`src/rtl/control_mux_stream_n_if.sv`:
```
// Control/status bundle for control_mux_stream_n: run request, step gating and per-channel mux resets.
// Status signals round_idx/start_err exist only when CTRL_MUX_STREAM_STATUS_EN is defined.
interface control_mux_stream_n_if #(
    parameter int NUM_CH = 4,
    parameter int RW     = 8
);
    logic              start;
    logic              flush;
    logic              en;
    logic [RW-1:0]     num_rounds;
    logic [NUM_CH-1:0] mux_reset;
    logic              busy;
    logic              done;
`ifdef CTRL_MUX_STREAM_STATUS_EN
    logic [RW-1:0]     round_idx;
    logic              start_err;

    modport master (
        output start, flush, en, num_rounds,
        input  mux_reset, busy, done, round_idx, start_err
    );
    modport slave (
        input  start, flush, en, num_rounds,
        output mux_reset, busy, done, round_idx, start_err
    );
`else
    modport master (
        output start, flush, en, num_rounds,
        input  mux_reset, busy, done
    );
    modport slave (
        input  start, flush, en, num_rounds,
        output mux_reset, busy, done
    );
`endif
endinterface

```
`src/rtl/control_mux_stream_n.sv`:
```
// Staggered N-channel mux-reset release sequencer, repeated for num_rounds (optional status: CTRL_MUX_STREAM_STATUS_EN).
// Latency: start sampled at edge T -> busy and mux_reset[0]=0 visible after T; mux_reset is a pure decode of registered state.
// Backpressure: en=0 freezes the step counter and outputs; flush aborts to IDLE and outranks start/en; no start queuing.
module control_mux_stream_n #(
    parameter int NUM_CH  = 4,
    parameter int WINDOW  = 2,
    parameter int STAGGER = 1,
    parameter int RW      = 8
) (
    input  logic                   clk,
    input  logic                   rst_n,
    control_mux_stream_n_if.slave  bus
);
    localparam int LAST = (NUM_CH - 1) * STAGGER + WINDOW;
    localparam int CW   = $clog2(LAST + 1);
    localparam logic [CW-1:0] CNT_END = CW'(LAST - 1);

    typedef enum logic [1:0] {S_IDLE, S_RUN, S_DONE} state_t;

    state_t            state_q, state_d;
    logic [CW-1:0]     cnt_q, cnt_d;
    logic [RW-1:0]     round_q, round_d;
    logic [RW-1:0]     rounds_q, rounds_d;
    logic [NUM_CH-1:0] mux_reset_d;
    logic              start_ok;

    assign start_ok = (state_q == S_IDLE) && bus.start && !bus.flush;

    always_ff @(posedge clk) begin
        if (!rst_n) begin
            state_q  <= S_IDLE;
            cnt_q    <= '0;
            round_q  <= '0;
            rounds_q <= RW'(1);
        end else begin
            state_q  <= state_d;
            cnt_q    <= cnt_d;
            round_q  <= round_d;
            rounds_q <= rounds_d;
        end
    end

    always_comb begin
        state_d  = state_q;
        cnt_d    = cnt_q;
        round_d  = round_q;
        rounds_d = rounds_q;
        case (state_q)
            S_IDLE: begin
                if (start_ok) begin
                    state_d  = S_RUN;
                    cnt_d    = '0;
                    round_d  = '0;
                    rounds_d = (bus.num_rounds == '0) ? RW'(1) : bus.num_rounds;
                end
            end
            S_RUN: begin
                if (bus.en) begin
                    if (cnt_q == CNT_END) begin
                        cnt_d = '0;
                        // Last step of the last round ends the run; otherwise wrap straight into the next round.
                        if (round_q == rounds_q - RW'(1)) begin
                            state_d = S_DONE;
                            round_d = '0;
                        end else begin
                            round_d = round_q + RW'(1);
                        end
                    end else begin
                        cnt_d = cnt_q + CW'(1);
                    end
                end
            end
            S_DONE:  state_d = S_IDLE;
            default: state_d = S_IDLE;
        endcase
        if (bus.flush) begin
            state_d = S_IDLE;
            cnt_d   = '0;
            round_d = '0;
        end
    end

    always_comb begin
        mux_reset_d = '1;
        if (state_q == S_RUN) begin
            for (int i = 0; i < NUM_CH; i++) begin
                if (int'(cnt_q) >= i * STAGGER && int'(cnt_q) < i * STAGGER + WINDOW) begin
                    mux_reset_d[i] = 1'b0;
                end
            end
        end
    end

    assign bus.mux_reset = mux_reset_d;
    assign bus.busy      = (state_q == S_RUN);
    assign bus.done      = (state_q == S_DONE);

`ifdef CTRL_MUX_STREAM_STATUS_EN
    logic start_err_q;

    // Sticky flag for starts that arrive while a run is still in progress or completing.
    always_ff @(posedge clk) begin
        if (!rst_n) begin
            start_err_q <= 1'b0;
        end else if (start_ok) begin
            start_err_q <= 1'b0;
        end else if (bus.start && (state_q != S_IDLE)) begin
            start_err_q <= 1'b1;
        end
    end

    assign bus.round_idx = (state_q == S_RUN) ? round_q : '0;
    assign bus.start_err = start_err_q;
`endif
endmodule

```
`src/flat_wrapper.sv`:
```
// flat-port wrapper written by rule: the top's interface ports become plain ports
module control_mux_stream_n_flat 
#(
    parameter int NUM_CH  = 4,
    parameter int WINDOW  = 2,
    parameter int STAGGER = 1,
    parameter int RW      = 8
)
  (clk, rst_n, bus_start, bus_flush, bus_en, bus_num_rounds, bus_mux_reset, bus_busy, bus_done);
  control_mux_stream_n_if #(.NUM_CH(NUM_CH), .RW(RW)) bus_i ();
  input  logic clk;
  input  logic rst_n;
  input wire logic [$bits(bus_i.start)-1:0] bus_start;
  input wire logic [$bits(bus_i.flush)-1:0] bus_flush;
  input wire logic [$bits(bus_i.en)-1:0] bus_en;
  input wire logic [$bits(bus_i.num_rounds)-1:0] bus_num_rounds;
  output wire logic [$bits(bus_i.mux_reset)-1:0] bus_mux_reset;
  output wire logic [$bits(bus_i.busy)-1:0] bus_busy;
  output wire logic [$bits(bus_i.done)-1:0] bus_done;
  assign bus_i.start = bus_start;
  assign bus_i.flush = bus_flush;
  assign bus_i.en = bus_en;
  assign bus_i.num_rounds = bus_num_rounds;
  assign bus_mux_reset = bus_i.mux_reset;
  assign bus_busy = bus_i.busy;
  assign bus_done = bus_i.done;
  control_mux_stream_n #(.NUM_CH(NUM_CH), .WINDOW(WINDOW), .STAGGER(STAGGER), .RW(RW)) u_core (.clk(clk), .rst_n(rst_n), .bus(bus_i));
endmodule
```
`config.mk`:
```
export PLATFORM = sky130hd
export DESIGN_NAME = control_mux_stream_n_flat
export DESIGN_NICKNAME = d
export VERILOG_FILES = /design/src/rtl/control_mux_stream_n_if.sv /design/src/rtl/control_mux_stream_n.sv /design/src/flat_wrapper.sv
export SDC_FILE = /design/constraint.sdc
export NUM_CORES = 1
export LEC_CHECK = 0
export BUFFER_PORTS_ARGS = -buffer_cell sky130_fd_sc_hd__buf_4
export CAP_MARGIN = 20
export CELL_PAD_IN_SITES_DETAIL_PLACEMENT = 1
export CELL_PAD_IN_SITES_GLOBAL_PLACEMENT = 1
export CORE_ASPECT_RATIO = 0.7
export CORE_UTILIZATION = 38
export DETAILED_ROUTE_END_ITERATION = 10
export PLACE_DENSITY = 0.77
export SETUP_SLACK_MARGIN = 0.02
export SKIP_CTS_REPAIR_TIMING = 1
export SYNTH_ARGS = -nofsm -noshare
export SYNTH_HDL_FRONTEND = slang
export SYNTH_SLANG_ARGS = --single-unit
```
`constraint.sdc`:
```
create_clock -name clk -period 1.8 [get_ports clk]
set_clock_uncertainty 0.05 [all_clocks]
set_input_delay 0.09 -clock clk [delete_from_list [all_inputs] [get_ports clk]]
set_output_delay 0.09 -clock clk [all_outputs]
set_load 0.005 [all_outputs]
```
==> results.py <==
metrics = {
    "timing": {
        "setup_violations": 9,
        "worst_slew_pin_slew_ps": 426.5,
        "timing.fmax_mhz": 504.4,
        "layout_setup_ws_ps": -182.5,
        "fin_tns_setup_ps": -1420,
        "fin_crit_ps": 1982,
        "min_period_over_period": 1.101,
        "slew_headroom": 0.7156,
        "finalMaxSlewViolations": 0,
        "grt_setup_unrepaired": "true",
        "finalHoldViolations": 0,
    },
    "synth": {
        "synth_area_per_cell_um2": 8.167,
        "ys_dominant_reg_cell": "dfxtp_1",
        "async_flop_share": 0,
        "ys_seq_area_frac": 0.3083,
        "ys_ff_latch": 21,
        "synth.distinct_cells": 46,
        "synth_area_leaders": "dfxtp_1, nand2_1, ha_1",
        "synth_top_cell_area_share": 0.3083,
        "syn-num-nets": 186,
        "synth_edf_count": 0,
        "synth_cells": 167,
        "syn-cell-area_um2": 1364,
        "yosys_warnings": 0,
        "synth_largest_area_cell": "dfxtp_1",
    },
    "drt": {
        "dr.pass1.iters": 4,
        "via_per_inst": 5.301,
        "dr.first_iter.drc_count": 45,
        "detail_route.wl_per_cell_um": 15.87,
        "ant_nets": 0,
        "vias": 1357,
        "drt_wl_total_mm": 4.062,
        "route.detailed.drc": 0,
    },
    "floorplan": {
        "start_util": 0.4163,
        "rows": 17,
        "die_h_um": 52.12,
        "coreArea_um2": 3276,
        "dieWidth_um": 73.61,
        "dieArea_um2": 3836,
        "io_pins": 19,
    },
    "global_routing": {
        "grt_pass1_wl_mm": 6.451,
        "gr-total-overflow": 0,
        "grt_max_degree": 14,
        "antenna_found_initial": 0,
        "grt_pass1_vias": 1315,
        "grt_use_total": 0.2314,
    },
    "cts": {
        "cts_tree": "yes",
        "clk_pin_slew_worst_paths_ps": 80,
        "cts.path.max_buffers": 2,
        "cts.sinks": 21,
        "cts_buffers": 3,
        "cts_root_buf": "clkbuf_8",
        "insertion_delay_ps": 260,
        "htreeDepth": 1,
    },
    "worst_hold_path": {
        "holdPathStages": 3,
        "holdCritPathClass": "in -> reg",
    },
    "final_layout": {
        "syn2layout_area_growth_pct": 33.67,
        "layoutNonFillerInstCount": 256,
        "antenna_cells": 0,
        "fin_area_um2": 1823,
        "final_nets": 229,
        "nFillCells": 421,
        "layout-drive-gt1-share": 0.3397,
    },
    "job": {
        "max-cap-violations": 0,
    },
    "pwr": {
        "switching_power_uw": 271.8,
        "swShare": 0.2701,
        "pwr-share-clk": 0.310,
        "seq_power_share": 0.481,
        "p_per_area_nw_per_um2": 552.0,
        "p_int_uw": 734.5,
        "vdd_drop_max_v": 0.0003612,
        "p_leak_nw": 0.6965,
        "pwr-share-comb": 0.209,
    },
    "placement": {
        "dp.final_hpwl_mm": 3.224,
        "dpl_cell_area_um2": 1725,
        "io_buffers": 18,
        "dp.cells": 250,
        "place_congestion": 0.8673,
    },
    "critical_path": {
        "end_kind": "register",
        "critPathArrivalTime_ps": 2060,
        "crit_type": "reg -> reg",
        "worstPathRequired_ps": 1880,
        "ff2ff_path_depth": 8,
        "startpoint_type": "register",
        "r2r_setup_slack_ps": -180,
        "worstPathMaxFanout": 7,
    },
    "status": {
        "status": "finished with violations",
        "violations": "negative setup slack",
    },
}
-- registers in the layout, summed over array words and instances (netlist names) --
signal	flops
u_core.rounds_q	8
u_core.round_q	8
u_core.cnt_q	3
u_core.state_q	2
-- metrics by stage --
step	setup slack [ps]	hold WS (ps)	total power [mW]	util
after CTS	-246.7	31.00	1.008	0.5416
after floorplan	23.77	128.7	0.6131	-
after detailed placement	-218.2	315.0	0.6930	0.5267
final	-182.5	33.54	1.006	0.5565
after global placement	-53.54	303.4	0.6809	0.5267
after global routing	-256.8	28.59	1.061	0.5565
-- layer usage --
layer	up-vias	GRT usage	wire, µm
met4	0	0.08013	61
met3	6	0.03488	104
met5	-	0	0
met1	651	0.3027	1987
met2	23	0.3884	1908
li1	677	-	-
-- area by class of cell --
type                       count  area, µm²  share of cell area
clock buffer                   3      41.29             0.02265
clock inverter                 1      7.507            0.004118
inverter                       6      22.52             0.01235
multi-input combinational    132      920.9              0.5051
sequential                    21      422.9              0.2320
tap                           47      58.81             0.03226
timing repair buffer          46      349.1              0.1915
-- cells in the final DEF, fill, tap and decap left out, types with 6 or more instances in the layout --
master    instances
a21oi_1           7
nor3_1           12
nor2_1            7
xnor2_1           7
buf_4            45
nand2_1          22
a21boi_0          7
o21ai_0           6
dfxtp_1          19
-- logic make-up (layout without fill, tap and decap cells) --
| kind of cell | after synthesis | count (layout) | share of synthesized area |
|---|---|---|---|
| AND/OR/NAND/NOR | 76 | 76 | 0.3046 |
| AO/OA/AOI/OAI | 36 | 36 | 0.1908 |
| flip-flops | 21 | 21 | 0.3083 |
| buffers and inverters | 14 | 56 | 0.05045 |
| XOR/XNOR | 13 | 13 | 0.08349 |
| adder cells (fa/ha/maj) | 6 | 6 | 0.05504 |
| multiplexers | 1 | 1 | 0.007340 |
-- power by group through the flow --
| stage | Clock [mW] | Combinational (mW) | Sequential, mW |
|---|---|---|---|
| after floorplan | 0 | 0.118 | 0.495 |
| after global placement | 0 | 0.187 | 0.494 |
| after detailed placement | 0 | 0.198 | 0.495 |
| after CTS | 0.325 | 0.199 | 0.484 |
| after global routing | 0.348 | 0.228 | 0.485 |
| final | 0.312 | 0.210 | 0.484 |
-- synthesized netlist by cell type (2+ instances only) --
cell type	number
nand2_1	22
dfxtp_1	21
nor3_1	14
a21oi_1	8
xnor2_1	8
a21boi_0	7
nor2_1	7
ha_1	6
inv_1	6
o21ai_0	6
nand3_1	5
xor2_1	5
clkbuf_1	4
nand2b_1	4
nand4_1	3
nor2b_1	3
o211ai_1	3
a21o_1	2
a32oi_1	2
buf_6	2
nor3b_1	2
nor4_1	2
nor4b_1	2
-- worst paths after layout --
| check | startpoint | end |
|---|---|---|
| max | u_core.rounds_q[1] | u_core.round_q[3] |
| min | bus_num_rounds[2] | u_core.rounds_q[2] |
| max reg2reg | u_core.rounds_q[1] | u_core.round_q[3] |
| min reg2reg | u_core.rounds_q[1] | u_core.rounds_q[1] |
-- critical path: stages (launching register included) --
cell      delay (ps)
dfxtp_2          370
inv_2             50
ha_4             250
xor2_1           140
o211ai_1         100
or3b_4           440
a211oi_4         230
buf_6            170
nor3_1            50
No activity file was read; power rests on OpenSTA's default activity.
